## src/rtl/timer_pkg.sv

```systemverilog
// Shared constants for the timer counting core.
// Latency: n/a (declarations only).
// Backpressure: n/a.
package timer_pkg;

    localparam int CNT_W_DEF       = 8;
    localparam int SYNC_STAGES_DEF = 2;

    // Index into clk_in selecting the divided clock.
    typedef enum logic [1:0] {
        CKS_DIV2  = 2'd0,
        CKS_DIV4  = 2'd1,
        CKS_DIV8  = 2'd2,
        CKS_DIV16 = 2'd3
    } cks_e;

endpackage

```

## src/rtl/timer_edge_sync.sv

```systemverilog
// Synchronizes one divided-clock bit into pclk and flags its rising edge.
// Latency: rise_o is high SYNC_STAGES cycles after d_i is first sampled high.
// Backpressure: none; free-running, one-cycle rise_o pulse per 0->1 of d_i.
//
// Ports: pclk/preset clock and async active-high reset; d_i raw input bit;
//        rise_o one-cycle pulse on a synchronized rising edge.
module timer_edge_sync
    import timer_pkg::*;
#(
    parameter int SYNC_STAGES = SYNC_STAGES_DEF
) (
    input  logic pclk,
    input  logic preset,
    input  logic d_i,
    output logic rise_o
);

    logic [SYNC_STAGES-1:0] sync_q;
    logic                   hist_q;

    always_ff @(posedge pclk or posedge preset) begin
        if (preset) begin
            sync_q <= '0;
            hist_q <= 1'b0;
        end else begin
            sync_q <= {sync_q[SYNC_STAGES-2:0], d_i};
            hist_q <= sync_q[SYNC_STAGES-1];
        end
    end

    assign rise_o = sync_q[SYNC_STAGES-1] & ~hist_q;

endmodule

```

## src/rtl/timer_cnt_core.sv

```systemverilog
// 8-bit timer counter: selects a synchronized divided clock, counts its edges up/down with load.
// Latency: clk_in edge -> cnt update SYNC_STAGES+1 cycles; load -> cnt next cycle.
// Backpressure: none; control inputs are sampled every cycle.
//
// Ports: pclk/preset clock and async active-high reset; clk_in[3:0] divided clocks
//        (/2,/4,/8,/16); cks clock select; en count enable; dwn_up direction (1=down);
//        load/tdr synchronous load; cnt count; ovf_pulse/udf_pulse one-cycle wrap flags.
//        With TIMER_CMP_EN defined: cmp compare value, cmp_match one-cycle match pulse.
module timer_cnt_core
    import timer_pkg::*;
#(
    parameter int CNT_W       = CNT_W_DEF,
    parameter int SYNC_STAGES = SYNC_STAGES_DEF
) (
    input  logic             pclk,
    input  logic             preset,
    input  logic [3:0]       clk_in,
    input  logic [1:0]       cks,
    input  logic             en,
    input  logic             dwn_up,
    input  logic             load,
    input  logic [CNT_W-1:0] tdr,
`ifdef TIMER_CMP_EN
    input  logic [CNT_W-1:0] cmp,
    output logic             cmp_match,
`endif
    output logic [CNT_W-1:0] cnt,
    output logic             ovf_pulse,
    output logic             udf_pulse
);

    localparam logic [CNT_W-1:0] ONE = {{(CNT_W-1){1'b0}}, 1'b1};

    logic [3:0]       rise;
    logic [1:0]       cks_q;
    logic             tick;
    logic [CNT_W-1:0] cnt_q, cnt_d;
    logic             ovf_q, ovf_d;
    logic             udf_q, udf_d;

    for (genvar i = 0; i < 4; i++) begin : g_sync
        timer_edge_sync #(
            .SYNC_STAGES(SYNC_STAGES)
        ) u_sync (
            .pclk  (pclk),
            .preset(preset),
            .d_i   (clk_in[i]),
            .rise_o(rise[i])
        );
    end

    // A rise seen in the cycle cks changes may belong to the old clock's
    // history; drop it so a switch never produces a spurious count.
    assign tick = rise[cks] & (cks == cks_q);

    always_comb begin
        cnt_d = cnt_q;
        ovf_d = 1'b0;
        udf_d = 1'b0;
        if (load) begin
            cnt_d = tdr;
        end else if (en && tick) begin
            if (!dwn_up) begin
                cnt_d = cnt_q + ONE;
                ovf_d = (cnt_q == '1);
            end else begin
                cnt_d = cnt_q - ONE;
                udf_d = (cnt_q == '0);
            end
        end
    end

    always_ff @(posedge pclk or posedge preset) begin
        if (preset) begin
            cks_q <= CKS_DIV2;
            cnt_q <= '0;
            ovf_q <= 1'b0;
            udf_q <= 1'b0;
        end else begin
            cks_q <= cks;
            cnt_q <= cnt_d;
            ovf_q <= ovf_d;
            udf_q <= udf_d;
        end
    end

    assign cnt       = cnt_q;
    assign ovf_pulse = ovf_q;
    assign udf_pulse = udf_q;

`ifdef TIMER_CMP_EN
    logic cmp_q, cmp_d;

    // Only a fresh write (load or counted tick) can match; holding does not re-pulse.
    assign cmp_d = (load | (en & tick)) & (cnt_d == cmp);

    always_ff @(posedge pclk or posedge preset) begin
        if (preset) begin
            cmp_q <= 1'b0;
        end else begin
            cmp_q <= cmp_d;
        end
    end

    assign cmp_match = cmp_q;
`endif

endmodule
```

## config.mk

```make
export PLATFORM = sky130hd
export DESIGN_NAME = timer_cnt_core
export DESIGN_NICKNAME = d
export VERILOG_FILES = /design/src/rtl/timer_pkg.sv /design/src/rtl/timer_edge_sync.sv /design/src/rtl/timer_cnt_core.sv
export SDC_FILE = /design/constraint.sdc
export NUM_CORES = 1
export LEC_CHECK = 0
export BUFFER_PORTS_ARGS = -buffer_cell sky130_fd_sc_hd__buf_2
export CAP_MARGIN = 25
export CORE_AREA = 2 2 65 67
export CTS_BUF_LIST = sky130_fd_sc_hd__clkbuf_16
export DETAILED_ROUTE_END_ITERATION = 12
export DIE_AREA = 0 0 67 69
export SLEW_MARGIN = 20
export SYNTH_ARGS = -nofsm -noshare
export SYNTH_HDL_FRONTEND = slang
export SYNTH_HIERARCHICAL = 1
export SYNTH_SLANG_ARGS = --single-unit
```

## constraint.sdc

```tcl
create_clock -name pclk -period 2 [get_ports pclk]
set_clock_uncertainty 0.1 [all_clocks]
set_input_delay 0.3 -clock pclk [delete_from_list [all_inputs] [get_ports pclk]]
set_output_delay 0.3 -clock pclk [all_outputs]
set_load 0.02 [all_outputs]
```

==> out/metrics.cfg <==
[outcome]
outcome = complete, no violations

[pwr]
ir_drop_mv = 0.379
internal_power_mw = 1.07
cellPowerDensity_nw_per_um2 = 854
p_switching_uw = 377
power.leakage_nw = 0.811
p_seq_share_pct = 37.6
p_clk_share_pct = 39.2
pwr-share-comb_pct = 23.3
switching_share_pct = 26.0

[yosys]
synth_cells = 121
synth_seq_area_share_pct = 47.4
ys.flop_type = dfrtp_1
ys_types = 33
ys_async_sr_fraction_pct = 100
synth_nets = 147
ys.warnings.count = 6
netlist_top_cells_area = dfrtp_1 (47%), ha_1 (5.9%), mux2i_1 (4.7%)
yosysTopAreaCell = dfrtp_1
yosysTopAreaCellShare_pct = 47.4
synth_area_um2 = 1270
ys_ff_latch = 24
synth_edf_count = 0
synth.avg_cell_area_um2 = 10.5

[floorplan]
core_area_um2 = 3910
num_io_pins = 29
dieWidth_um = 67
initial_core_util_pct = 32.4
num_rows = 23
dieHeight_um = 69
die_area_um2 = 4620

[run]
cap_violations = 0

[timing]
fin_crit_sh_pct = 96.1
max_freq_mhz = 520
slew_headroom_pct = 67.9
finalSetupViolCount = 0
rsz0062_at_grt = false
worst_pin_slew_ns = 0.482
finalSetupTns_ns = 0
period_needed_ns = 1.92
maxSlewViolCount = 0
fin_ws_ns = 0.0774
final_hold_viol_count = 0

[critical_path]
slowest_stage = dfrtp_2
path_max_fanout = 5
crit_required_ns = 2.02
cp-start-kind = register
timing.rr.start = cnt[1]
worstPathArrival_ns = 1.94
critPathCaptureType = register
ff2ff_path_depth = 6
crit_chain = ha_4, a211oi_4, o31ai_2, a211o_1, a2111oi_4, a221oi_2
crit_type = reg -> reg
critPathMaxStageDelay_ns = 0.44
r2r_slack_ns = 0.08
timing.rr.end = cnt[7]

[hold_path]
hold_start = clk_in[0]
hold_path_end = g_sync[0].u_sync/sync_q[0]
min_path_cells = 1
min_path_type = in -> reg

[global_routing]
overflow = 0
grt_max_degree = 20
antenna_found_initial = 0
grt_pass1_wl_um = 4600
use_met1_pct = 16.0
use_met3_pct = 3.10
track_usage_pct = 12.7
grt_pass1_vias = 1023
top_usage_layer = met2
grt_use_met2_pct = 21.8

[placed_design]
port-buffer-count = 28
dpl.hpwl_um = 2160
place.gp.congestion = 0.862
place_ws_ns = -0.118

[cells_and_area]
layout_commonest_cell = buf_2
syn_to_final_growth_pct = 34.2
drive_gt1_share_pct = 36.5
num-fill-cells = 401
diodes = 0
final_cell_mix = buf_2 (28), dfrtp_1 (22), nand2_1 (11), nor2_1 (11), inv_1 (10)
nets = 186

[drt]
wl_per_cell_um = 13.4
viasPerCell = 4.92
first_pass_iters = 4
num_vias = 1028
drtAntennaViolNets = 0
drc = 0
drt-total-wl_um = 2810
drt-initial-drc-count = 37

[cts]
post_cts_buffers = 0
cts.clk_slew.worst_paths_ns = 0.06
cts-buffers-inserted = 3
cts_tree = yes
insertion_delay_ns = 0.26
cts-root-buf = clkbuf_16
cts-htree-levels = 1
cts_sinks = 24
cts_buffer_depth = 2

==> how the worst max path moves through the flow <==
stage,cells past startpoint,startpoint,slack [ns],end
floorplan,6,cnt[4],0.001,cnt[7]
global placement,7,dwn_up,-0.04,cnt[7]
detailed placement,7,dwn_up,-0.12,cnt[7]
CTS,6,cnt[1],0.02,cnt[7]
global route,6,cnt[1],0.004,cnt[7]
finish,6,cnt[1],0.08,cnt[7]
==> metal layers <==
layer  up-vias  share of wire [%]
met5         -                  0
met4         0               0.75
met3         2                4.9
met2        26                 52
met1       506                 42
li1        494                  -
==> cells in the mapped netlist, types with 2 or more instances <==
master	instances
a21oi_1	6
nor3_1	2
dfrtp_1	24
o21ai_0	7
nor2b_1	3
clkbuf_1	3
ha_1	6
nor2_1	11
o211ai_1	2
xnor2_1	3
mux2i_1	6
inv_1	10
xor2_1	3
nand4_1	3
nand2_1	11
nor2b_4	4
==> layout make-up <==
type / count / area [um2] / area share [%]
clock inverters: 1 / 30.0 / 1.77
repair buffers: 38 / 218 / 12.8
multi-input cells: 83 / 673 / 39.6
inverters: 10 / 37.5 / 2.21
flip-flops and latches: 24 / 603 / 35.5
clock buffers: 3 / 75.1 / 4.42
well taps: 50 / 62.6 / 3.68
==> power by group through the flow <==
stage                     sequential, mW  combinational, mW  clock [mW]
after floorplan                    0.573              0.177           0
after global placement             0.551              0.296           0
after detailed placement           0.553              0.308           0
after CTS                          0.545              0.317       0.581
after global routing               0.549              0.374       0.609
final                              0.545              0.338       0.569
==> critical path: cells and delay by family (launching register included) <==
kind	cells	cell delay, ns
flops	1	0.44
fa+ha+maj	1	0.23
compound gates	5	1.01
==> stage by stage <==
step	area, um2	total power [mW]	instances	hold slack, ns	utilization (%)
final	1700	1.45	209	0.0418	43.4
after global routing	1700	1.53	209	0.0335	43.4
after floorplan	1280	0.750	121	-0.0464	-
after global placement	1530	0.848	204	0.109	39.1
after detailed placement	1530	0.861	204	0.117	39.1
after CTS	1660	1.44	209	0.0381	42.4
==> flip-flops by register name, indices dropped and copies added, names as in the netlist <==
register / flops
udf_pulse: 1
cnt: 8
g_sync.u_sync/sync_q: 8
g_sync.u_sync/hist_q: 4
ovf_pulse: 1
cks_q: 2
==> what timing repair did <==
item	4_1_cts	5_1_grt
setup endpoints to repair	1	2
hold buffers	1	0
resized for setup	2	4
pin swaps	0	3
cloned	0	0
endpoints found under the hold margin	12	0
==> logic make-up (layout without fill, tap and decap cells) <==
logic type | Yosys count | count (layout) | share of synthesized area (%)
xor gates and xnor gates | 6 | 6 | 4.15
AOI/OAI and AO/OA | 25 | 25 | 13.8
and+or+nand+nor | 38 | 38 | 16.7
DFF | 24 | 24 | 47.4
adders and majority gates | 7 | 7 | 7.51
buffers and inverters | 14 | 52 | 4.74
muxes | 7 | 7 | 5.63
No activity file was read; power rests on OpenSTA's default activity.
